**src/rtl/multibyte_add_seq.sv**
```systemverilog
// Byte-serial multi-precision adder/subtractor: one 8-bit slice reused NBYTES times.
// Optional signed-overflow flag V enabled by defining ADD_SEQ_OVF_EN.
module multibyte_add_seq #(
    parameter int unsigned NBYTES = 4
) (
    input  logic                  clk,
    input  logic                  rst_n,
    input  logic                  start,
    input  logic                  op,
    input  logic [8*NBYTES-1:0]   A,
    input  logic [8*NBYTES-1:0]   B,
    output logic [8*NBYTES-1:0]   S,
    output logic                  C_out,
    output logic                  busy,
    output logic                  done,
    output logic                  V
);

    localparam int unsigned W    = 8 * NBYTES;
    localparam int unsigned IDXW = (NBYTES > 1) ? $clog2(NBYTES) : 1;

    typedef enum logic [1:0] {
        IDLE = 2'd0,
        RUN  = 2'd1,
        DONE = 2'd2
    } state_t;

    state_t            state;
    state_t            state_nxt;
    logic [IDXW-1:0]   idx;
    logic              carry;
    logic [W-1:0]      a_q;
    logic [W-1:0]      b_q;
    logic              op_q;

    logic [7:0]        a_byte;
    logic [7:0]        b_byte;
    logic [7:0]        sum_byte;
    logic              slice_cout;
    logic              last;

    // Single shared slice; subtract is A + ~B + 1 with the +1 seeded into carry.
    always_comb begin
        a_byte = a_q[8*idx +: 8];
        b_byte = op_q ? ~b_q[8*idx +: 8] : b_q[8*idx +: 8];
        {slice_cout, sum_byte} = {1'b0, a_byte} + {1'b0, b_byte} + {8'd0, carry};
        last = (idx == IDXW'(NBYTES - 1));
    end

    always_ff @(posedge clk or negedge rst_n) begin
        if (!rst_n) begin
            state <= IDLE;
        end else begin
            state <= state_nxt;
        end
    end

    always_comb begin
        state_nxt = state;
        busy      = 1'b0;
        done      = 1'b0;
        case (state)
            IDLE: begin
                if (start) begin
                    state_nxt = RUN;
                end
            end
            RUN: begin
                busy = 1'b1;
                if (last) begin
                    state_nxt = DONE;
                end
            end
            DONE: begin
                done      = 1'b1;
                state_nxt = IDLE;
            end
            default: begin
                state_nxt = IDLE;
            end
        endcase
    end

    always_ff @(posedge clk or negedge rst_n) begin
        if (!rst_n) begin
            idx   <= '0;
            carry <= 1'b0;
            a_q   <= '0;
            b_q   <= '0;
            op_q  <= 1'b0;
            S     <= '0;
            C_out <= 1'b0;
        end else begin
            case (state)
                IDLE: begin
                    if (start) begin
                        a_q   <= A;
                        b_q   <= B;
                        op_q  <= op;
                        S     <= '0;
                        idx   <= '0;
                        carry <= op;
                    end
                end
                RUN: begin
                    S[8*idx +: 8] <= sum_byte;
                    carry         <= slice_cout;
                    if (last) begin
                        idx   <= '0;
                        C_out <= slice_cout;
                    end else begin
                        idx <= idx + 1'b1;
                    end
                end
                default: begin
                end
            endcase
        end
    end

`ifdef ADD_SEQ_OVF_EN
    // Carry into bit 7 of the top byte recovered as a ^ b ^ sum at that bit.
    logic msb_cin;
    assign msb_cin = a_byte[7] ^ b_byte[7] ^ sum_byte[7];

    always_ff @(posedge clk or negedge rst_n) begin
        if (!rst_n) begin
            V <= 1'b0;
        end else if (state == RUN && last) begin
            V <= msb_cin ^ slice_cout;
        end
    end
`else
    assign V = 1'b0;
`endif

endmodule

```
**config.mk**
```make
export PLATFORM = sky130hd
export DESIGN_NAME = multibyte_add_seq
export DESIGN_NICKNAME = d
export VERILOG_FILES = /design/src/rtl/multibyte_add_seq.sv
export SDC_FILE = /design/constraint.sdc
export NUM_CORES = 1
export LEC_CHECK = 0
export CORE_UTILIZATION = 55
export DETAILED_ROUTE_END_ITERATION = 6
export GPL_TIMING_DRIVEN = 0
export PLACE_DENSITY = 0.86
export SYNTH_ARGS = -nofsm -noshare
export SYNTH_HDL_FRONTEND = slang
export SYNTH_SLANG_ARGS = --single-unit
export TNS_END_PERCENT = 20
```
**constraint.sdc**
```tcl
create_clock -name clk -period 6.65 [get_ports clk]
set_input_delay 0.9975 -clock clk [delete_from_list [all_inputs] [get_ports clk]]
set_output_delay 0.9975 -clock clk [all_outputs]
set_load 0.005 [all_outputs]
```
==> flow_summary.toml, run 1 <==
[run_status]
outcome = "completed"

[setup_path]
cp_num_buf_inv = 2
r2r_end = "S[22]$_DFFE_PN0P_"
critPathLaunchType = "register"
reg2reg_from = "idx[0]$_DFFE_PN0P_"
path_max_fanout = 10
cp_num_cells = 11
worstPathArrival_ns = 3.87
crit_path_start = "idx[0]$_DFFE_PN0P_"
crit_path_end = "S[22]$_DFFE_PN0P_"
cp.required_ns = 6.92
critPathCaptureType = "register"
critical_path.slowest_cell = "mux4_2"
crit_family = "adder cells"
r2r_slack_ns = 3.05
crit_path_max_incr_delay_ns = 0.56
critical_path_class = "reg2reg"
critical_path.cell_chain = "buf_2 > buf_4 > mux4_2 > xnor2_1 > fa_1 > fa_1 > nor2b_1 > o2111ai_1 > a31oi_1 > a31oi_1 > a22o_1"
r2r_cells = 11

[grt]
antenna_found_initial = 0
overflow = 0
grt_pass1_wl_mm = 17.3
grt_max_degree = 72
grt_pass1_vias = 3433
grt_util_all_layers_pct = 26.0

[synthesis]
synthTopCellsByCount = "103 x dfrtp_1, 65 x mux2_2, 25 x a22o_1, 16 x mux4_2, 16 x nand2_1"
ys.flop_type = "dfrtp_1"
synth_area_leaders = "dfrtp_1 54%, mux2_2 15%, mux4_2 7.6%, a22o_1 4.6%, ha_1 2.9%"
synth.avg_cell_area_um2 = 14.3
synth_top_area_share_pct = 54.3
synthArstFlopShare_pct = 100
yosysSeqAreaShare_pct = 54.3
synth_edf_count = 0
syn_area_um2 = 4750
synth-seq-cells = 103
synth_cell_type_count = 45
syn_inst = 333
mappedNetlistNets = 414
synth_most_common_cell = "dfrtp_1"
yosys.area.top_type = "dfrtp_1"
yosysWarningCount = 0

[finish]
fin_nets = 528
layout.cells.non_filler = 557
final_util_pct = 73.8
antenna_cells = 0
drive_gt1_share_pct = 26.5
area_delta_synth_final_pct = 29.1

[cts]
htree_levels = 3
cts_resized = 0
path_clk_slew_ns = 0.10
cts_setup_buffers = 0
cts-root-buf = "clkbuf_8"
cts_buffers = 9
cts_hold_buf = 0
clk_latency_ns = 0.38
cts_tree = "built"
clock_sinks = 103
cts_max_path_buffers = 2

[die]
row_count = 33
dieArea_um2 = 9010
ios = 104
die_width_um = 94.9
core_region_area_um2 = 8300
start_util_pct = 57.2
die_h_um = 94.9

[routing]
drt_iter0_markers = 183
vias = 3242
routedWlPerCell_um = 18.7
drtAntennaViolNets = 0
drcViolationCount = 0
wl_mm = 10.4
vias_per_cell = 5.82
drt_pass1_iterations = 4

[power]
p_int_mw = 2.09
seq_power_share_pct = 29.5
ir_drop_uv = 393
swShare_pct = 42.3
p_total_mw = 3.63
comb_power_share_pct = 59.3
p_sw_mw = 1.54
clkPwrFrac_pct = 11.2
powerDensity_nw_per_um2 = 592
p_leak_nw = 2.61

[sta]
fin_crit_ns = 3.60
tightestPinTransition_ns = 0.596
timing.hold.ws_ns = 0.486
finalCritPeriodShare_pct = 54.2
fin_skew_ns = 0.0109
slew_headroom_pct = 60.3
rsz0062_at_grt = "no"
clock.fmax_mhz = 277
slew_violations = 0
finalHoldViolations = 0
tns_ns = 0
finalSetupViolCount = 0

[place]
gp_congestion = 0.814
hpwl_mm = 7.81
portBuffers = 102
dp.cells = 541

[flow_run]
max-cap-violations = 0

[worst_hold_path]
min_from = "S[8]$_DFFE_PN0P_"
hp-class = "reg2reg"
sequential cells by signal, summed over array words and instances, names as in the netlist:
register	flops
state	2
carry	1
op_q	1
a_q	32
b_q	32
idx	2
S	32
C_out	1
worst reg2reg max path: cells and delay by family (launching register included):
| kind | cells | cell delay (ns) |
|---|---|---|
| AO/OA/AOI/OAI | 4 | 0.86 |
| XOR/XNOR | 1 | 0.17 |
| adder cells (fa/ha/maj) | 2 | 0.87 |
| buffers and inverters | 2 | 0.47 |
| flip-flops | 1 | 0.39 |
| multiplexers | 1 | 0.56 |
| AND/OR/NAND/NOR | 1 | 0.18 |
kinds of logic (layout without fill, tap and decap cells):
logic type / after synthesis / count (layout) / synth area share, %
xor gates and xnor gates: 12 / 12 / 2.21
other: 1 / 1 / 0.0790
buffers and inverters: 26 / 145 / 3.06
adders and majority gates: 13 / 13 / 3.74
DFF: 103 / 103 / 54.3
AOI/OAI and AO/OA: 58 / 58 / 9.20
muxes: 81 / 81 / 23.0
and+or+nand+nor: 39 / 39 / 4.43
power groups by stage:
stage / logic [mW] / clock network, mW / registers [mW]
after floorplan: 1.48 / 0 / 1.03
after global placement: 2.04 / 0 / 1.06
after detailed placement: 2.14 / 0 / 1.08
after CTS: 2.15 / 0.411 / 1.07
after global routing: 2.34 / 0.434 / 1.11
final: 2.15 / 0.406 / 1.07
routing by layer:
metal / GRT usage [%] / wire [um] / vias to the layer above
li1: - / - / 1457
met1: 32.8 / 4370 / 1652
met2: 44.4 / 5350 / 115
met3: 5.96 / 533 / 18
met4: 8.08 / 148 / 0
met5: 0 / 0 / -
worst min path at each step:
stage	end	cells past startpoint
floorplan	S[0]$_DFFE_PN0P_	2
global placement	S[9]$_DFFE_PN0P_	2
detailed placement	S[8]$_DFFE_PN0P_	2
CTS	S[8]$_DFFE_PN0P_	2
global route	S[8]$_DFFE_PN0P_	2
finish	S[8]$_DFFE_PN0P_	2
metrics by stage:
step,setup slack [ns],area [um^2]
after floorplan,3.56,4750
after global placement,0.978,5900
after detailed placement,3.09,5930
after CTS,3.06,6130
after global routing,2.85,6130
final,3.05,6130
cells in the final DEF (no fill, tap or decap), drive strengths merged, types with 2 or more instances in the layout:
cell type / count
fa: 2
mux2: 65
mux4: 16
inv: 13
nand3: 2
clkbuf: 10
a21oi: 3
clkdlybuf4s50: 101
nor3: 2
xor2: 8
a21o: 7
dfrtp: 103
nor2b: 2
nor2: 6
a31oi: 3
buf: 17
xnor2: 4
ha: 11
a22o: 25
nand2b: 4
clkinvlp: 2
nand2: 16
o21ai: 11
final cells by class:
type / instances / area [um^2]
Sequential cell: 103 / 2580
Inverter: 10 / 37.5
Multi-Input combinational cell: 204 / 2030
Clock buffer: 9 / 124
Clock inverter: 7 / 78.8
Tap cell: 105 / 131
Fill cell: 551 / 2170
Buffer: 16 / 108
Timing Repair Buffer: 103 / 1050
Power figures use the tool's default switching activity.
==> run 2: changes to the inputs <==
Settings changed: CORE_UTILIZATION 55 to 46, PLACE_DENSITY 0.86 to 0.77.
Clock period 6.65 ns to 3.1 ns, I/O delays scaled along.
==> run 2 against run 1 <==
Against the previous run:
- die area is 19% higher
- sequential share of layout area decreased by 1.3 points
- cell count increased by 5.9%
- critical path type unchanged
==> flow_summary.toml, run 2 (synthesized netlist as in run 1, its figures left out) <==
[cts]
clk_latency_ns = 0.37
cts_buffers = 9
clock_sinks = 103
cts_hold_buf = 0
cts-root-buf = "clkbuf_8"
cts_tree = "built"
path_clk_slew_ns = 0.10
htree_levels = 3
cts_max_path_buffers = 2

[grt]
grt_max_degree = 63
grt_util_all_layers_pct = 21.4
grt_pass1_wl_mm = 17.9
antenna_found_initial = 0
overflow = 0
grt_pass1_vias = 3494

[setup_path]
critical_path.cell_chain = "buf_6 > buf_12 > mux4_2 > xnor2_2 > fa_2 > fa_2 > nor2b_4 > o2111ai_4 > a31oi_4 > a31oi_4 > a22o_1"
worstPathArrival_ns = 3.36
r2r_end = "S[14]$_DFFE_PN0P_"
r2r_cells = 11
path_max_fanout = 4
crit_path_start = "idx[0]$_DFFE_PN0P_"
cp.required_ns = 3.36
crit_path_max_incr_delay_ns = 0.54
critical_path.slowest_cell = "mux4_2"
cp_num_buf_inv = 2
critPathLaunchType = "register"
crit_path_end = "S[14]$_DFFE_PN0P_"
cp_num_cells = 11
reg2reg_from = "idx[0]$_DFFE_PN0P_"
critical_path_class = "reg2reg"
critPathCaptureType = "register"
r2r_slack_ns = 0.009
crit_family = "adder cells"

[worst_hold_path]
hp-class = "in2async"

[power]
powerDensity_nw_per_um2 = 1340
p_leak_nw = 2.67
ir_drop_uv = 740

[sta]
finalCritPeriodShare_pct = 99.7
finalHoldViolations = 0
rsz0062_at_grt = "yes"
fin_crit_ns = 3.09
fin_skew_ns = 0.0114
finalSetupViolCount = 0
tightestPinTransition_ns = 0.625
clock.fmax_mhz = 323
slew_violations = 0
slew_headroom_pct = 58.3
timing.hold.ws_ns = 0.0704

[die]
die_h_um = 104
row_count = 36
dieArea_um2 = 10700
ios = 104
core_region_area_um2 = 9910
die_width_um = 104
start_util_pct = 47.9

[finish]
area_delta_synth_final_pct = 33.3
fin_nets = 533
final_cell_area_um2 = 6330
final_cell_mix = "103 x dfrtp_1, 101 x clkdlybuf4s50_1, 65 x mux2_2"
drive_gt1_share_pct = 30.4
antenna_cells = 0
final_common_cell = "dfrtp_1"
reg.largest.list = "S: 32 flops, a_q: 32 flops, b_q: 32 flops"

[place]
gp_congestion = 0.785
place_area_um2 = 5960
hpwl_mm = 7.67
portBuffers = 102

[run_status]
outcome = "completed"

[routing]
routedWlPerCell_um = 17.9
vias_per_cell = 5.41
drt_pass1_iterations = 4
vias = 3192
drcViolationCount = 0
drt_iter0_markers = 135
drtAntennaViolNets = 0
wl_mm = 10.6

[flow_run]
max-cap-violations = 0
-- run 2: worst min-delay path by stage --
stage / slack, ns / to
floorplan: 0.17 / C_out$_DFFE_PN0P_
global placement: 0.47 / S[9]$_DFFE_PN0P_
detailed placement: 0.48 / S[9]$_DFFE_PN0P_
CTS: 0.09 / S[26]$_DFFE_PN0P_
global route: 0.10 / S[12]$_DFFE_PN0P_
finish: 0.07 / S[28]$_DFFE_PN0P_
-- run 2: through the flow --
stage	std cells	total power [mW]	worst slack [ns]	setup TNS, ns	util (%)
2_1_floorplan	333	5.39	0.0127	0	-
3_3_place_gp	568	6.71	-2.11	-220.67	59.9
3_5_place_dp	569	6.85	-0.458	-4.86	60.2
4_1_cts	589	8.28	0.00949	0	63.5
5_1_grt	590	9.12	-0.0867	-0.605	63.9
6_report	590	8.51	0.00856	0	63.9
-- run 2: per-layer routing --
layer | part of all wire [%] | routed length [um] | track usage [%] | up-vias
met5 | 0 | 0 | 0 | -
met3 | 4.4 | 462 | 4.28 | 14
li1 | - | - | - | 1462
met2 | 49 | 5220 | 35.4 | 96
met1 | 45 | 4730 | 28.1 | 1620
met4 | 1.4 | 151 | 7.66 | 0
-- run 2: cell type report --
class / instances / area, um^2
Fill cell: 784 / 3580
Sequential cell: 103 / 2580
Multi-Input combinational cell: 204 / 2130
Timing Repair Buffer: 108 / 1090
Tap cell: 133 / 166
Buffer: 16 / 128
Clock buffer: 9 / 124
Clock inverter: 7 / 80.1
Inverter: 10 / 37.5
-- run 2: worst reg2reg max path, delay by kind of cell, from the launching register on --
family / cells / cell delay [ns]
adders and majority gates: 2 / 0.79
AOI/OAI and AO/OA: 4 / 0.70
muxes: 1 / 0.54
DFF: 1 / 0.39
buffers and inverters: 2 / 0.25
xor gates and xnor gates: 1 / 0.17
and+or+nand+nor: 1 / 0.15
-- run 2: timing repair --
action                                  CTS  global route
pin swaps                                 3             7
buffers inserted                          4             1
endpoints found under the setup margin   22            19
resized for setup                        20             5
-- run 2: report_power, final --
| part | internal [mW] | leakage (nW) | switching [mW] | total (mW) |
|---|---|---|---|---|
| logic | 2.63 | 1.29 | 2.73 | 5.36 |
| clock network | 0.383 | 0.102 | 0.486 | 0.870 |
| registers | 1.95 | 1.28 | 0.327 | 2.28 |
